### config.mk
export PLATFORM = sky130hd
export DESIGN_NAME = regfile_writeback_arbiter
export DESIGN_NICKNAME = d
export VERILOG_FILES = /design/src/rtl/regfile_writeback_arbiter.sv
export SDC_FILE = /design/constraint.sdc
export NUM_CORES = 1
export LEC_CHECK = 0
export ABC_CLOCK_PERIOD_IN_PS = 4850
export CORE_MARGIN = 2
export CORE_UTILIZATION = 61
export DETAILED_ROUTE_END_ITERATION = 8
export DONT_BUFFER_PORTS = 1
export PLACE_DENSITY_LB_ADDON = 0.15
export SLEW_MARGIN = 10
export SYNTH_ARGS = -nofsm -noshare
export SYNTH_HDL_FRONTEND = slang
export SYNTH_SLANG_ARGS = --single-unit
### constraint.sdc
create_clock -name clk -period 4.85 [get_ports clk]
set_input_delay 0.97 -clock clk [delete_from_list [all_inputs] [get_ports clk]]
set_output_delay 0.97 -clock clk [all_outputs]
set_load 0.02 [all_outputs]
### src/rtl/regfile_writeback_arbiter.sv
// Write-side front end of the 32 x XLEN register file: arbitrates ALU and load results
// onto a single registered write port and tracks destinations with writes in flight.
module regfile_writeback_arbiter #(
    parameter int XLEN         = 64,
    parameter int STARVE_LIMIT = 3
) (
    input  logic            clk,
    input  logic            reset,
    input  logic            alu_valid,
    output logic            alu_ready,
    input  logic [4:0]      alu_rd,
    input  logic [XLEN-1:0] alu_data,
    input  logic            mem_valid,
    output logic            mem_ready,
    input  logic [4:0]      mem_rd,
    input  logic [XLEN-1:0] mem_data,
    input  logic            issue_valid,
    input  logic [4:0]      issue_rd,
    output logic            wrt_high_enable,
    output logic [4:0]      destn_reg,
    output logic [XLEN-1:0] destn_data,
    output logic [31:0]     busy_mask
);

    localparam logic [3:0] LIMIT = 4'(STARVE_LIMIT);

    logic [3:0]      starve_q, starve_d;
    logic            we_q, we_d;
    logic [4:0]      rd_q, rd_d;
    logic [XLEN-1:0] data_q, data_d;
    logic [31:0]     busy_q, busy_d;

    logic            force_alu_s;
    logic            alu_fire_s;
    logic            mem_fire_s;
    logic            fire_s;
    logic [4:0]      win_rd_s;
    logic [XLEN-1:0] win_data_s;

    // Loads win by default; the ALU wins when idle loads allow it or when it has starved.
    always_comb begin
        force_alu_s = alu_valid && (starve_q == LIMIT);
        mem_ready   = !force_alu_s;
        alu_ready   = !mem_valid || force_alu_s;
        alu_fire_s  = alu_valid && alu_ready;
        mem_fire_s  = mem_valid && mem_ready;
        fire_s      = alu_fire_s || mem_fire_s;
        if (alu_fire_s) begin
            win_rd_s   = alu_rd;
            win_data_s = alu_data;
        end else begin
            win_rd_s   = mem_rd;
            win_data_s = mem_data;
        end
    end

    // Next-state for starve counter, write port and busy scoreboard.
    always_comb begin
        starve_d = starve_q;
        we_d     = 1'b0;
        rd_d     = rd_q;
        data_d   = data_q;
        busy_d   = busy_q;

        if (alu_fire_s || !alu_valid) begin
            starve_d = 4'd0;
        end else if (starve_q < LIMIT) begin
            starve_d = starve_q + 4'd1;
        end else begin
            starve_d = LIMIT;
        end

        // Writes to x0 are consumed but never reach the register file.
        if (fire_s && (win_rd_s != 5'd0)) begin
            we_d             = 1'b1;
            rd_d             = win_rd_s;
            data_d           = win_data_s;
            busy_d[win_rd_s] = 1'b0;
        end else begin
            we_d = 1'b0;
        end

        // Applied after the clear so a same-index issue keeps the bit set.
        if (issue_valid && (issue_rd != 5'd0)) begin
            busy_d[issue_rd] = 1'b1;
        end else begin
            busy_d = busy_d;
        end
        busy_d[0] = 1'b0;
    end

    // State registers with synchronous reset; transfers in the reset cycle are dropped.
    always_ff @(posedge clk) begin
        if (reset) begin
            starve_q <= 4'd0;
            we_q     <= 1'b0;
            rd_q     <= 5'd0;
            data_q   <= '0;
            busy_q   <= 32'd0;
        end else begin
            starve_q <= starve_d;
            we_q     <= we_d;
            rd_q     <= rd_d;
            data_q   <= data_d;
            busy_q   <= busy_d;
        end
    end

    assign wrt_high_enable = we_q;
    assign destn_reg       = rd_q;
    assign destn_data      = data_q;
    assign busy_mask       = busy_q;

endmodule

==> results.ini, run 1 <==
[status]
status = completed

[synthesis]
synth_edf_count = 0
synth_top_area_cell = dfxtp_1
syn_inst = 641
synth.mux.area_fraction_pct = 0.189
synth_top_family_by_area = compound AO/OA/AOI/OAI gates
async_reset_ff_share_pct = 0
yosysUniqueCellTypes = 46
ys_top_cells_by_count = dfxtp_1 (105), nand2_1 (101), nor3_1 (71), o21ai_0 (70), a311oi_1 (62)
synth_top_area_share_pct = 39.8
yosysMostFrequentCell = dfxtp_1
synthAdderAreaFrac_pct = 0.237
yosys_warnings = 0
synth-xor-area-share_pct = 0
synth_area_leaders = dfxtp_1 (40%), a311oi_1 (10%), nand2_1 (7.2%), nor3_1 (6.7%), o21ai_0 (6.6%)
synth_compound_area_share_pct = 31.8
ys_seq_area_share_pct = 39.8
synth_ff_type = dfxtp_1
yosys.area_share.simple_pct = 19.9
syn_area_um2 = 5290
ys_ff_latch = 105
syn_area_per_cell_um2 = 8.25

[clocking]
cts_resized = 0
cts_buffers = 9
cts.path.max_buffers = 2
cts-htree-levels = 3
cts_root_buf = clkbuf_8
clkTransAtPathRegs_ns = 0.09
clock_latency_ns = 0.38
cts_setup_buffers = 0
cts.sinks = 105
tritoncts = yes
hold_buffers = 0

[worst_setup_path]
path_class = in2out
critPathSlowestCell = and4bb_2
endpoint_kind = output pin
cp_max_fo = 43
worstPathArrival_ns = 2.32
path_cells = and4bb_2, inv_4, nand2_1
worst_setup_path_start_kind = primary input
critical_path_required_ns = 3.88
cpPeakStageDelay_ns = 0.78

[job]
drv_cap = 0

[detailed_routing]
vias = 4959
vias_per_cell = 7.06
first_pass_iters = 5
drc = 0
drtAntennaViolNets = 0
wl_per_cell_um = 22.2
wirelength_um = 15600
drt_iter0_drc = 337

[floorplan]
die-area_um2 = 9430
coreArea_um2 = 8300
start_util_pct = 63.7
io_pins = 252
die_h_um = 97.1
fp.dieW_um = 97.1
rows = 33

[hold_path]
min_path_type = reg2reg

[sta]
hold_viol = 0
hold_ws_ns = 0.525
tns_ns = 0
worstMarginPinSlew_ns = 0.946
slew-limit-headroom_pct = 36.8
period_share_pct = 67.9
grt_setup_unrepaired = false
setup_ws_ns = 1.56
finalCriticalPeriod_ns = 3.29
timing.fmax_mhz = 304
setup_viol = 0
fin_skew_ns = 0.0135
drv_slew = 0

[power]
swShare_pct = 31.7
powerDensity_nw_per_um2 = 326
power.share.clock_pct = 28.6
cellInternalPower_mw = 1.19
p_sw_uw = 553
p_seq_share_pct = 59.1
p_leak_nw = 1.82
max-vdd-ir-drop_v = 0.000233
power_frac_comb_pct = 12.3

[place]
portBuffers = 0
hpwl_um = 10600
globalplace.congestion = 0.887
place_ws_ns = 1.34

[finish]
largest_reg_flops = 64
regArea_um2 = 2100
area_growth_pct = 1.07
drive_gt1_share_pct = 9.21
n_antenna_cell = 0
nFillCells = 735
multi_input_comb_area_um2 = 2790
num-nets-final = 741

[global_route]
grt_usage_pct = 31.1
grt_overflow = 0
grt_pass1_wl_um = 24200
grt_antenna_before_repair = 0
grt_max_degree = 107
grt_pass1_vias = 4633

## logic make-up (layout without fill, tap and decap cells)
family,Yosys count,in the layout
fa+ha+maj,1,1
flops,105,105
compound gates,218,218
other cells,1,3
buf+inv,92,46
mux,1,1
simple gates,223,223
## metrics by stage
| step | utilization (%) | cell area, um^2 | power (mW) | cells |
|---|---|---|---|---|
| after floorplan | - | 5290 | 1.23 | 643 |
| after global placement | 62.3 | 5170 | 1.25 | 686 |
| after detailed placement | 62.3 | 5170 | 1.27 | 686 |
| after CTS | 64.4 | 5340 | 1.74 | 702 |
| after global routing | 64.4 | 5340 | 1.82 | 702 |
| final | 64.4 | 5340 | 1.74 | 702 |
## metal layers
metal	GRT usage, %	vias to the layer above	routed length, um
li1	-	2302	-
met1	38.5	2332	5880
met2	51.1	290	7640
met3	9.93	35	1610
met4	11.4	0	439
met5	0	-	0
## final timing paths
kind,start,to,slack [ns],depth (start not counted)
max,alu_valid,alu_ready,1.56,3
min,starve_q[2],starve_q[1],0.53,2
max reg2reg,starve_q[0],destn_data[25],1.82,7
min reg2reg,starve_q[2],starve_q[1],0.53,2
## power by group through the flow
stage	logic, mW	clock network [mW]	registers [mW]
finish	0.214	0.499	1.03
global route	0.239	0.539	1.04
CTS	0.214	0.499	1.03
detailed placement	0.214	0	1.05
global placement	0.203	0	1.05
floorplan	0.199	0	1.03
## cell type report
cell class,count,area share [%]
clock buffers,10,2.39
inverters,24,1.73
flip-flops and latches,105,39.3
multi-input cells,446,52.2
clock inverters,6,0.796
well taps,105,2.46
repair buffers,6,1.08
## worst max-delay path: cells and delay by family
family        cells  cell delay (ns)
simple gates      2             1.10
buf+inv           1             0.25
## placed cells by master, fill, tap and decap left out, drive strengths merged, types with 4 or more instances in the layout
cell type  netlist  final
dfxtp          105    105
nand2          101    101
a311oi          81     81
nor3            72     72
o21ai           72     72
inv             24     26
a21oi           19     19
a22oi           16     16
o32ai           15     15
nor2            13     13
clkbuf          38     10
or2              7      7
nand2b           6      6
buf             30      6
nand3            4      4
nor2b            4      4
Power figures use the tool's default switching activity.
==> inputs of run 2 (changes only) <==
--- a/config.mk
+++ b/config.mk
@@ -5,9 +5,9 @@
 export SDC_FILE = /design/constraint.sdc
 export NUM_CORES = 1
 export LEC_CHECK = 0
-export ABC_CLOCK_PERIOD_IN_PS = 4850
+export ABC_CLOCK_PERIOD_IN_PS = 2650
 export CORE_MARGIN = 2
-export CORE_UTILIZATION = 61
+export CORE_UTILIZATION = 57
 export DETAILED_ROUTE_END_ITERATION = 8
 export DONT_BUFFER_PORTS = 1
 export PLACE_DENSITY_LB_ADDON = 0.15
==> constraint.sdc (replaced) <==
create_clock -name clk -period 2.65 [get_ports clk]
set_input_delay 0.53 -clock clk [delete_from_list [all_inputs] [get_ports clk]]
set_output_delay 0.53 -clock clk [all_outputs]
set_load 0.02 [all_outputs]
==> run 2 against run 1 <==
Compared with the run above:
- hold slack worse by 0.31 ns
- critical endpoint is now destn_reg[3]
- largest power group unchanged
- worst setup slack lost 1.2 ns
- register-to-register slack got worse by 1.5 ns
- combinational power rose by 87%
- sequential share of layout area shrank 0.51 points
- via count up 0.91%
==> results.ini, run 2 (synthesis gave the netlist of run 1 again) <==
[clocking]
cts_resized = 0
hold_buffers = 0
cts.sinks = 105
cts_root_buf = clkbuf_8
cts-htree-levels = 3
clock_latency_ns = 0.37
tritoncts = yes
clkTransAtPathRegs_ns = 0.11
cts_setup_buffers = 0
cts.path.max_buffers = 2
cts_buffers = 9

[worst_setup_path]
cp_num_buf_inv = 2
endpoint_kind = register
critPathSlowestCell = or2_2
critical_path_required_ns = 2.91
path_cells = ha_1, and4bb_2, inv_4, a22oi_4, or2_2, buf_12, a311oi_1
reg2reg_from = starve_q[0]
r2r_slack_ns = 0.36
cpPeakStageDelay_ns = 0.45
cp_max_fo = 58
path_class = reg2reg
crit_start = starve_q[0]
cp_top_family = simple AND/OR/NAND/NOR gates
worstPathArrival_ns = 2.55
worst_setup_path_start_kind = register

[sta]
tns_ns = 0
worstMarginPinSlew_ns = 0.825
hold_viol = 0
finalCriticalPeriod_ns = 2.29
slew-limit-headroom_pct = 45.0
timing.fmax_mhz = 437
drv_slew = 0
setup_viol = 0
grt_setup_unrepaired = false
period_share_pct = 86.4
fin_skew_ns = 0.0125

[detailed_routing]
wirelength_um = 15100
drt_iter0_drc = 324
first_pass_iters = 5
vias_per_cell = 7.03
wl_per_cell_um = 21.2
drtAntennaViolNets = 0
vias = 5004
drc = 0

[finish]
num-nets-final = 745
area_growth_pct = 2.39
final_cell_mix = dfxtp_1 (105), nand2_1 (101), nor3_1 (71), o21ai_0 (70), a311oi_1 (62)
drive_gt1_share_pct = 9.82
final_common_cell = dfxtp_1
n_antenna_cell = 0
largest_reg_flops = 64

[place]
globalplace.congestion = 0.900
portBuffers = 0
hpwl_um = 10200

[floorplan]
rows = 35
start_util_pct = 58.0
fp.dieW_um = 100
io_pins = 252
die-area_um2 = 10100
coreArea_um2 = 9110
die_h_um = 100

[hold_path]
hold_start = reset
min_path_type = in2reg

[global_route]
grt_pass1_vias = 4509
grt_max_degree = 107
grt_usage_pct = 27.7
grt_overflow = 0
grt_antenna_before_repair = 0
grt_pass1_wl_um = 22700

[status]
status = completed

[power]
power.share.clock_pct = 29.0
p_sw_mw = 1.02
swShare_pct = 31.7
finalPower_mw = 3.22
powerDensity_nw_per_um2 = 595
max-vdd-ir-drop_v = 0.000300
p_seq_share_pct = 58.6
p_leak_nw = 1.86
cellInternalPower_mw = 2.20
power_frac_comb_pct = 12.4

[job]
drv_cap = 0

run 2: cell types whose count changed in the layout (fill, tap and decap cells not counted):
| cell | previous run | this run |
|---|---|---|
| buf_12 | 1 | 3 |
| buf_4 | 5 | 7 |
| clkinv_2 | 2 | 1 |
| clkinv_4 | 0 | 1 |
| clkinvlp_4 | 2 | 1 |
| inv_8 | 0 | 1 |
run 2: layout make-up:
| class | instances | area (um^2) |
|---|---|---|
| Fill cell | 825 | 3700 |
| Multi-Input combinational cell | 446 | 2790 |
| Inverter | 24 | 92.6 |
| Tap cell | 111 | 139 |
| Clock buffer | 10 | 128 |
| Sequential cell | 105 | 2100 |
| Clock inverter | 6 | 50.0 |
| Timing Repair Buffer | 10 | 113 |
run 2: layer usage:
metal	vias to the layer above	track usage, %	share of wire [%]
met5	-	0	0
met4	0	10.6	2.3
met3	37	8.50	11
met2	283	45.5	49
met1	2360	34.1	38
li1	2324	-	-
run 2: power by group through the flow:
stage / clock, mW / combinational, mW / sequential (mW)
after floorplan: 0 / 0.365 / 1.89
after global placement: 0 / 0.385 / 1.92
after detailed placement: 0 / 0.400 / 1.92
after CTS: 0.946 / 0.400 / 1.89
after global routing: 1.00 / 0.441 / 1.90
final: 0.935 / 0.400 / 1.89
run 2: worst paths after layout:
check / end / depth (start not counted)
worst max-delay path: destn_reg[3] / 7
worst min-delay path: destn_data[53] / 1
worst max register to register: destn_reg[3] / 7
worst min register to register: starve_q[1] / 2
run 2: stage by stage:
stage	hold WS [ns]	area (um^2)	setup WS, ns	cells	utilization (%)
after floorplan	0.473	5290	0.687	643	-
after global placement	0.500	5240	0.480	696	57.5
after detailed placement	0.527	5240	0.379	696	57.5
after CTS	0.207	5410	0.383	712	59.4
after global routing	0.209	5410	0.249	712	59.4
final	0.216	5410	0.360	712	59.4
==> inputs of run 3 (changes only) <==
--- a/config.mk
+++ b/config.mk
@@ -6,6 +6,7 @@
 export NUM_CORES = 1
 export LEC_CHECK = 0
 export ABC_CLOCK_PERIOD_IN_PS = 2650
+export CAP_MARGIN = 20
 export CORE_MARGIN = 2
 export CORE_UTILIZATION = 57
 export DETAILED_ROUTE_END_ITERATION = 8
==> results of run 3 <==
No change in the layout: final DEF, timing and power equal those of run 2.
